===== src/rtl/mem_block_mover_pkg.sv =====
// Shared definitions for the memory block mover: state encoding, mode codes, default widths.
package mem_mover_pkg;

    localparam int unsigned ADDR_W_DEF = 8;
    localparam int unsigned DATA_W_DEF = 8;
    localparam int unsigned LEN_W      = 8;

    typedef logic [1:0] state_t;

    localparam state_t IDLE  = 2'd0;
    localparam state_t READ  = 2'd1;
    localparam state_t WRITE = 2'd2;
    localparam state_t DONE  = 2'd3;

    localparam logic MODE_COPY = 1'b0;
    localparam logic MODE_FILL = 1'b1;

endpackage


===== src/rtl/mem_block_mover_if.sv =====
// Memory port bundle between the block mover (master) and the 256x8 data memory (slave).
interface mem_block_mover_if #(
    parameter int unsigned ADDR_W = 8,
    parameter int unsigned DATA_W = 8
);
    logic              mem_read;
    logic              mem_write;
    logic [ADDR_W-1:0] address_out;
    logic [DATA_W-1:0] wdata_out;
    logic [DATA_W-1:0] rdata_in;

    modport master (
        output mem_read,
        output mem_write,
        output address_out,
        output wdata_out,
        input  rdata_in
    );

    modport slave (
        input  mem_read,
        input  mem_write,
        input  address_out,
        input  wdata_out,
        output rdata_in
    );
endinterface


===== src/rtl/mem_block_mover.sv =====
// Block copy / block fill engine that owns the data memory port while busy is high.
module mem_block_mover
    import mem_mover_pkg::*;
#(
    parameter int unsigned ADDR_W = ADDR_W_DEF,
    parameter int unsigned DATA_W = DATA_W_DEF
) (
    input  logic              clk,
    input  logic              rst,
    input  logic              start,
    input  logic              mode,
    input  logic [ADDR_W-1:0] src_addr,
    input  logic [ADDR_W-1:0] dst_addr,
    input  logic [LEN_W-1:0]  length,
    input  logic [DATA_W-1:0] fill_value,
    mem_block_mover_if.master bus,
    output logic              busy,
    output logic              done
);

    state_t              state_q, state_d;
    logic                mode_q,  mode_d;
    logic [ADDR_W-1:0]   src_q,   src_d;
    logic [ADDR_W-1:0]   dst_q,   dst_d;
    logic [LEN_W-1:0]    len_q,   len_d;
    logic [DATA_W-1:0]   fill_q,  fill_d;
    logic [LEN_W-1:0]    idx_q,   idx_d;
    logic [DATA_W-1:0]   data_q,  data_d;

    logic                mem_read_q,  mem_read_d;
    logic                mem_write_q, mem_write_d;
    logic [ADDR_W-1:0]   address_q,   address_d;
    logic [DATA_W-1:0]   wdata_q,     wdata_d;
    logic                busy_d;
    logic                done_d;

    logic                idx_last_c;

    assign idx_last_c = ((idx_q + LEN_W'(1)) == len_q);

    // State register.
    always_ff @(posedge clk) begin
        if (rst) begin
            state_q <= IDLE;
        end else begin
            state_q <= state_d;
        end
    end

    // Next-state logic: zero length skips straight to DONE, fill never reads.
    always_comb begin
        state_d = state_q;
        case (state_q)
            IDLE: begin
                if (start) begin
                    if (length == '0) begin
                        state_d = DONE;
                    end else if (mode == MODE_FILL) begin
                        state_d = WRITE;
                    end else begin
                        state_d = READ;
                    end
                end
            end
            READ:  state_d = WRITE;
            WRITE: begin
                if (idx_last_c) begin
                    state_d = DONE;
                end else if (mode_q == MODE_FILL) begin
                    state_d = WRITE;
                end else begin
                    state_d = READ;
                end
            end
            DONE:    state_d = IDLE;
            default: state_d = IDLE;
        endcase
    end

    // Working-register updates: latch the request, capture read data, advance the index.
    always_comb begin
        mode_d = mode_q;
        src_d  = src_q;
        dst_d  = dst_q;
        len_d  = len_q;
        fill_d = fill_q;
        idx_d  = idx_q;
        data_d = data_q;
        case (state_q)
            IDLE: begin
                if (start) begin
                    mode_d = mode;
                    src_d  = src_addr;
                    dst_d  = dst_addr;
                    len_d  = length;
                    fill_d = fill_value;
                    idx_d  = '0;
                end
            end
            READ:  data_d = bus.rdata_in;
            WRITE: idx_d  = idx_q + LEN_W'(1);
            default: ;
        endcase
    end

    // Output logic: derived from the upcoming state so every output is a flop.
    always_comb begin
        mem_read_d  = 1'b0;
        mem_write_d = 1'b0;
        address_d   = '0;
        wdata_d     = '0;
        busy_d      = 1'b0;
        done_d      = 1'b0;
        case (state_d)
            READ: begin
                mem_read_d = 1'b1;
                address_d  = src_d + ADDR_W'(idx_d);
                busy_d     = 1'b1;
            end
            WRITE: begin
                mem_write_d = 1'b1;
                address_d   = dst_d + ADDR_W'(idx_d);
                wdata_d     = (mode_d == MODE_FILL) ? fill_d : data_d;
                busy_d      = 1'b1;
            end
            DONE:    done_d = 1'b1;
            default: ;
        endcase
    end

    // Working registers and registered outputs.
    always_ff @(posedge clk) begin
        if (rst) begin
            mode_q      <= MODE_COPY;
            src_q       <= '0;
            dst_q       <= '0;
            len_q       <= '0;
            fill_q      <= '0;
            idx_q       <= '0;
            data_q      <= '0;
            mem_read_q  <= 1'b0;
            mem_write_q <= 1'b0;
            address_q   <= '0;
            wdata_q     <= '0;
            busy        <= 1'b0;
            done        <= 1'b0;
        end else begin
            mode_q      <= mode_d;
            src_q       <= src_d;
            dst_q       <= dst_d;
            len_q       <= len_d;
            fill_q      <= fill_d;
            idx_q       <= idx_d;
            data_q      <= data_d;
            mem_read_q  <= mem_read_d;
            mem_write_q <= mem_write_d;
            address_q   <= address_d;
            wdata_q     <= wdata_d;
            busy        <= busy_d;
            done        <= done_d;
        end
    end

    assign bus.mem_read    = mem_read_q;
    assign bus.mem_write   = mem_write_q;
    assign bus.address_out = address_q;
    assign bus.wdata_out   = wdata_q;

endmodule

===== src/flat_wrapper.sv =====
// flat-port wrapper written by rule: the top's interface ports become plain ports
module mem_block_mover_flat import mem_mover_pkg::*;
#(
    parameter int unsigned ADDR_W = ADDR_W_DEF,
    parameter int unsigned DATA_W = DATA_W_DEF
)
  (clk, rst, start, mode, src_addr, dst_addr, length, fill_value, busy, done, bus_mem_read, bus_mem_write, bus_address_out, bus_wdata_out, bus_rdata_in);
  mem_block_mover_if #(.ADDR_W(ADDR_W), .DATA_W(DATA_W)) bus_i ();
  input  logic clk;
  input  logic rst;
  input  logic start;
  input  logic mode;
  input  logic [ADDR_W-1:0] src_addr;
  input  logic [ADDR_W-1:0] dst_addr;
  input  logic [LEN_W-1:0] length;
  input  logic [DATA_W-1:0] fill_value;
  output logic busy;
  output logic done;
  output wire logic [$bits(bus_i.mem_read)-1:0] bus_mem_read;
  output wire logic [$bits(bus_i.mem_write)-1:0] bus_mem_write;
  output wire logic [$bits(bus_i.address_out)-1:0] bus_address_out;
  output wire logic [$bits(bus_i.wdata_out)-1:0] bus_wdata_out;
  input wire logic [$bits(bus_i.rdata_in)-1:0] bus_rdata_in;
  assign bus_mem_read = bus_i.mem_read;
  assign bus_mem_write = bus_i.mem_write;
  assign bus_address_out = bus_i.address_out;
  assign bus_wdata_out = bus_i.wdata_out;
  assign bus_i.rdata_in = bus_rdata_in;
  mem_block_mover #(.ADDR_W(ADDR_W), .DATA_W(DATA_W)) u_core (.clk(clk), .rst(rst), .start(start), .mode(mode), .src_addr(src_addr), .dst_addr(dst_addr), .length(length), .fill_value(fill_value), .bus(bus_i), .busy(busy), .done(done));
endmodule

===== config.mk =====
export PLATFORM = sky130hd
export DESIGN_NAME = mem_block_mover_flat
export DESIGN_NICKNAME = d
export VERILOG_FILES = /design/src/rtl/mem_block_mover_pkg.sv /design/src/rtl/mem_block_mover_if.sv /design/src/rtl/mem_block_mover.sv /design/src/flat_wrapper.sv
export SDC_FILE = /design/constraint.sdc
export NUM_CORES = 1
export LEC_CHECK = 0
export ABC_AREA = 1
export CAP_MARGIN = 20
export CELL_PAD_IN_SITES_DETAIL_PLACEMENT = 1
export CELL_PAD_IN_SITES_GLOBAL_PLACEMENT = 2
export CORE_MARGIN = 2
export CORE_UTILIZATION = 26
export CTS_CLUSTER_SIZE = 28
export DETAILED_ROUTE_END_ITERATION = 8
export GPL_ROUTABILITY_DRIVEN = 1
export PLACE_DENSITY = 0.79
export SYNTH_ARGS = -nofsm -noshare
export SYNTH_HDL_FRONTEND = slang
export SYNTH_SLANG_ARGS = --single-unit

===== constraint.sdc =====
create_clock -name clk -period 3.5 [get_ports clk]
set_input_delay 1.05 -clock clk [delete_from_list [all_inputs] [get_ports clk]]
set_output_delay 1.05 -clock clk [all_outputs]
set_load 0.02 [all_outputs]

==> impl_metrics.toml <==
[outcome]
violations = "setup timing"
run_status = "complete, but fails checks"

[drt]
remaining_drc_errors = 0
ant_nets = 0
postRouteWirelength_microns = 10750
drtIter0Drc = 99
wl_per_cell_microns = 14.78
vias_per_cell = 4.486
num_vias = 3261
dr.pass1.iters = 4

[timing]
min_period_over_period_pct = 100.3
fmax_mhz = 284.9
hold_viol_final = 0
setup_tns_ps = -9.872
rsz0062_at_grt = "yes"
fin_ws_ps = -9.872
period_minus_slack_ps = 3510
fin_skew_ps = 5.963
relSlewSlack_pct = 52.49
tightest_slew_ps = 710.4
setup_violations = 1
drv_slew = 0

[yosys]
syn_area_sq_um = 3217
synth_fp_nets = 470
yosysUniqueCellTypes = 29
postSynthCellCount = 414
synth-seq-area-share_pct = 44.19
syn_avg_cell_area_sq_um = 7.770
ys_warn_count = 0
ys_seq_elements = 71

[grt]
antenna_found_initial = 0
grt.total_usage_pct = 16.52
grt_pass1_vias = 3638
grt_overflow_total = 0
grt_pass1_wl_microns = 17080
grt_max_degree = 27

[clock_tree]
cts_sinks = 71
cts_tree = "built"
htree_levels = 3
cts_hold_buffers = 0
clkTransAtPathRegs_ps = 60
cts_buffers = 9
cts_root_buf = "clkbuf_16"
cts_buffer_depth = 2
insertion_delay_ps = 330

[setup_path]
cp-start-kind = "input pin"
path_class = "in -> reg"
worstPathRequired_ps = 3730
cp-end-kind = "flip-flop"
arrival_ps = 3740
crit_path_max_fanout = 4

[power_and_ir_drop]
netSwitchingPower_mw = 0.6843
p_seq_share_pct = 36.3
p_leak_nw = 2.374
p_clk_share_pct = 40.2
p_int_mw = 1.778
finalPower_mw = 2.462
irDropWorstVdd_v = 0.0002688
sw_frac_of_total_pct = 27.79
p_comb_share_pct = 23.5
power_density_nw_per_um2 = 476.7

[place]
dp_slack_ps = -713.1
placed_cells = 672
place.port_buffers = 63
routabilityCongestion = 0.7829
dpl.hpwl_microns = 6919

[final_layout]
final_cells = 727
num_antenna_cells = 0
nFillCells = 1446
synthToLayoutAreaGrowth_pct = 60.56
fin_nets = 610
drive_gt1_share_pct = 28.80

[floorplanning]
core-area_sq_um = 12060
die_x_microns = 115.2
start_util_pct = 26.67
die_h_microns = 115.2
pin_count = 64
dieArea_sq_um = 13280
rows = 40

[worst_hold_path]
hp-class = "reg -> reg"

[run]
drv_cap = 0
## cell families after synthesis
family,share of synthesized area [%]
simple gates,22.48
fa+ha+maj,4.901
compound gates,10.66
mux,9.646
xor+xnor,0.8170
buf+inv,7.312
flops,44.19
## power by group through the flow
stage / Combinational (mW) / Clock (mW) / Sequential (mW)
2_1_floorplan: 0.233 / 0 / 0.930
3_3_place_gp: 0.455 / 0 / 0.908
3_5_place_dp: 0.467 / 0 / 0.909
4_1_cts: 0.523 / 1.01 / 0.892
5_1_grt: 0.639 / 1.06 / 0.898
6_report: 0.579 / 0.990 / 0.893
## metal layers
metal  GRT usage [%]  share of wire [%]
met1           17.68                 40
met2           31.33                 54
met3           4.217                3.6
met4           5.622                2.3
met5               0                  0
## synth_stat cells
cell type	instances	area, sq um
dfxtp_1	71	1421
fa_1	1	20.02
nor2_2	5	31.28
buf_4	3	22.52
nand3_1	26	130.1
a31oi_1	1	6.260
nand2_1	72	270.3
nor2_1	57	214.0
o21ai_0	25	125.1
buf_1	1	3.750
o21a_1	1	7.510
inv_1	48	180.2
mux2i_1	31	310.3
or2_2	4	25.02
inv_2	1	3.750
or2_0	3	18.77
ha_1	11	137.6
nor3_1	2	10.01
nor4_1	2	12.51
xnor2_1	1	8.760
clkbuf_1	4	15.01
a21oi_1	32	160.2
o21bai_1	1	7.510
xor2_1	2	17.52
o21ai_1	4	20.02
o31ai_1	1	7.510
nor2_4	1	11.26
o21ai_2	1	8.760
buf_2	2	10.01
## path summary, 6_finish.rpt
path	startpoint	end	slack [ps]	depth (start not counted)
hold reg to reg	u_core.len_q[4]$_SDFFE_PP0P_	u_core.len_q[4]$_SDFFE_PP0P_	470	2
setup reg to reg	u_core.idx_q[0]$_SDFF_PP0_	u_core.bus.address_out[6]$_SDFF_PP0_	20	25
hold / removal	u_core.len_q[4]$_SDFFE_PP0P_	u_core.len_q[4]$_SDFFE_PP0P_	470	2
setup / recovery	length[2]	u_core.bus.address_out[6]$_SDFF_PP0_	-10	19
## registers in the layout, summed over array words and instances (netlist names)
name,cells
u_core.bus.address_out,8
u_core.bus.mem_read,1
u_core.bus.mem_write,1
u_core.dst_q,8
u_core.idx_q,8
u_core.fill_q,8
u_core.done,1
u_core.data_q,8
u_core.src_q,8
u_core.state_q,2
u_core.busy,1
u_core.len_q,8
u_core.mode_q,1
u_core.bus.wdata_out,8
## critical path: stages
cell	delay [ps]
dlygate4sd2_1	240
nor4_1	210
nand2_1	160
nand2_1	110
nand2_2	90
nand2_2	90
inv_2	50
ha_4	170
inv_4	80
mux2i_1	210
ha_2	220
inv_2	40
fa_2	360
o21ai_2	160
a21oi_1	100
nor2_1	140
nor2_1	80
o21ai_1	130
a21oi_1	50
## cell usage in the layout (no fill, tap or decap), types with 4 or more instances in the layout
cell              n
nand3_1          13
clkdlybuf4s50_1  53
nand3_2          11
a21oi_1          30
inv_1            45
o21ai_2           5
clkbuf_16         9
dfxtp_2           6
o21ai_1           5
mux2i_1          30
dfxtp_1          64
nand2_2          15
buf_4            69
nor2_1           55
or2_2             4
nor2_4            5
ha_4              4
ha_1              6
o21ai_0          20
nand2_1          55
buf_6             7
## cell type report
cell class,instances,area [sq um],area share (%)
inverters,49,186.4,3.610
well taps,168,210.2,4.070
clock inverters,5,82.58,1.599
flip-flops and latches,71,1433,27.74
multi-input cells,284,1805,34.96
clock buffers,11,232.7,4.506
repair buffers,139,1215,23.52
## through the flow
stage	utilization, %	area [sq um]	hold slack (ps)
floorplan	-	3217	444.7
global placement	35.54	4287	465.0
detailed placement	35.54	4287	464.6
CTS	40.19	4847	474.4
global route	42.82	5165	510.9
finish	42.82	5165	471.4
## what timing repair did
| item | 4_1_cts | 5_1_grt |
|---|---|---|
| endpoints found under the hold margin | 0 | 0 |
| pin swaps | 11 | 33 |
| resized for setup | 22 | 77 |
| buffers inserted | 29 | 11 |
| endpoints found under the setup margin | 6 | 9 |
No activity file was read; power rests on OpenSTA's default activity.
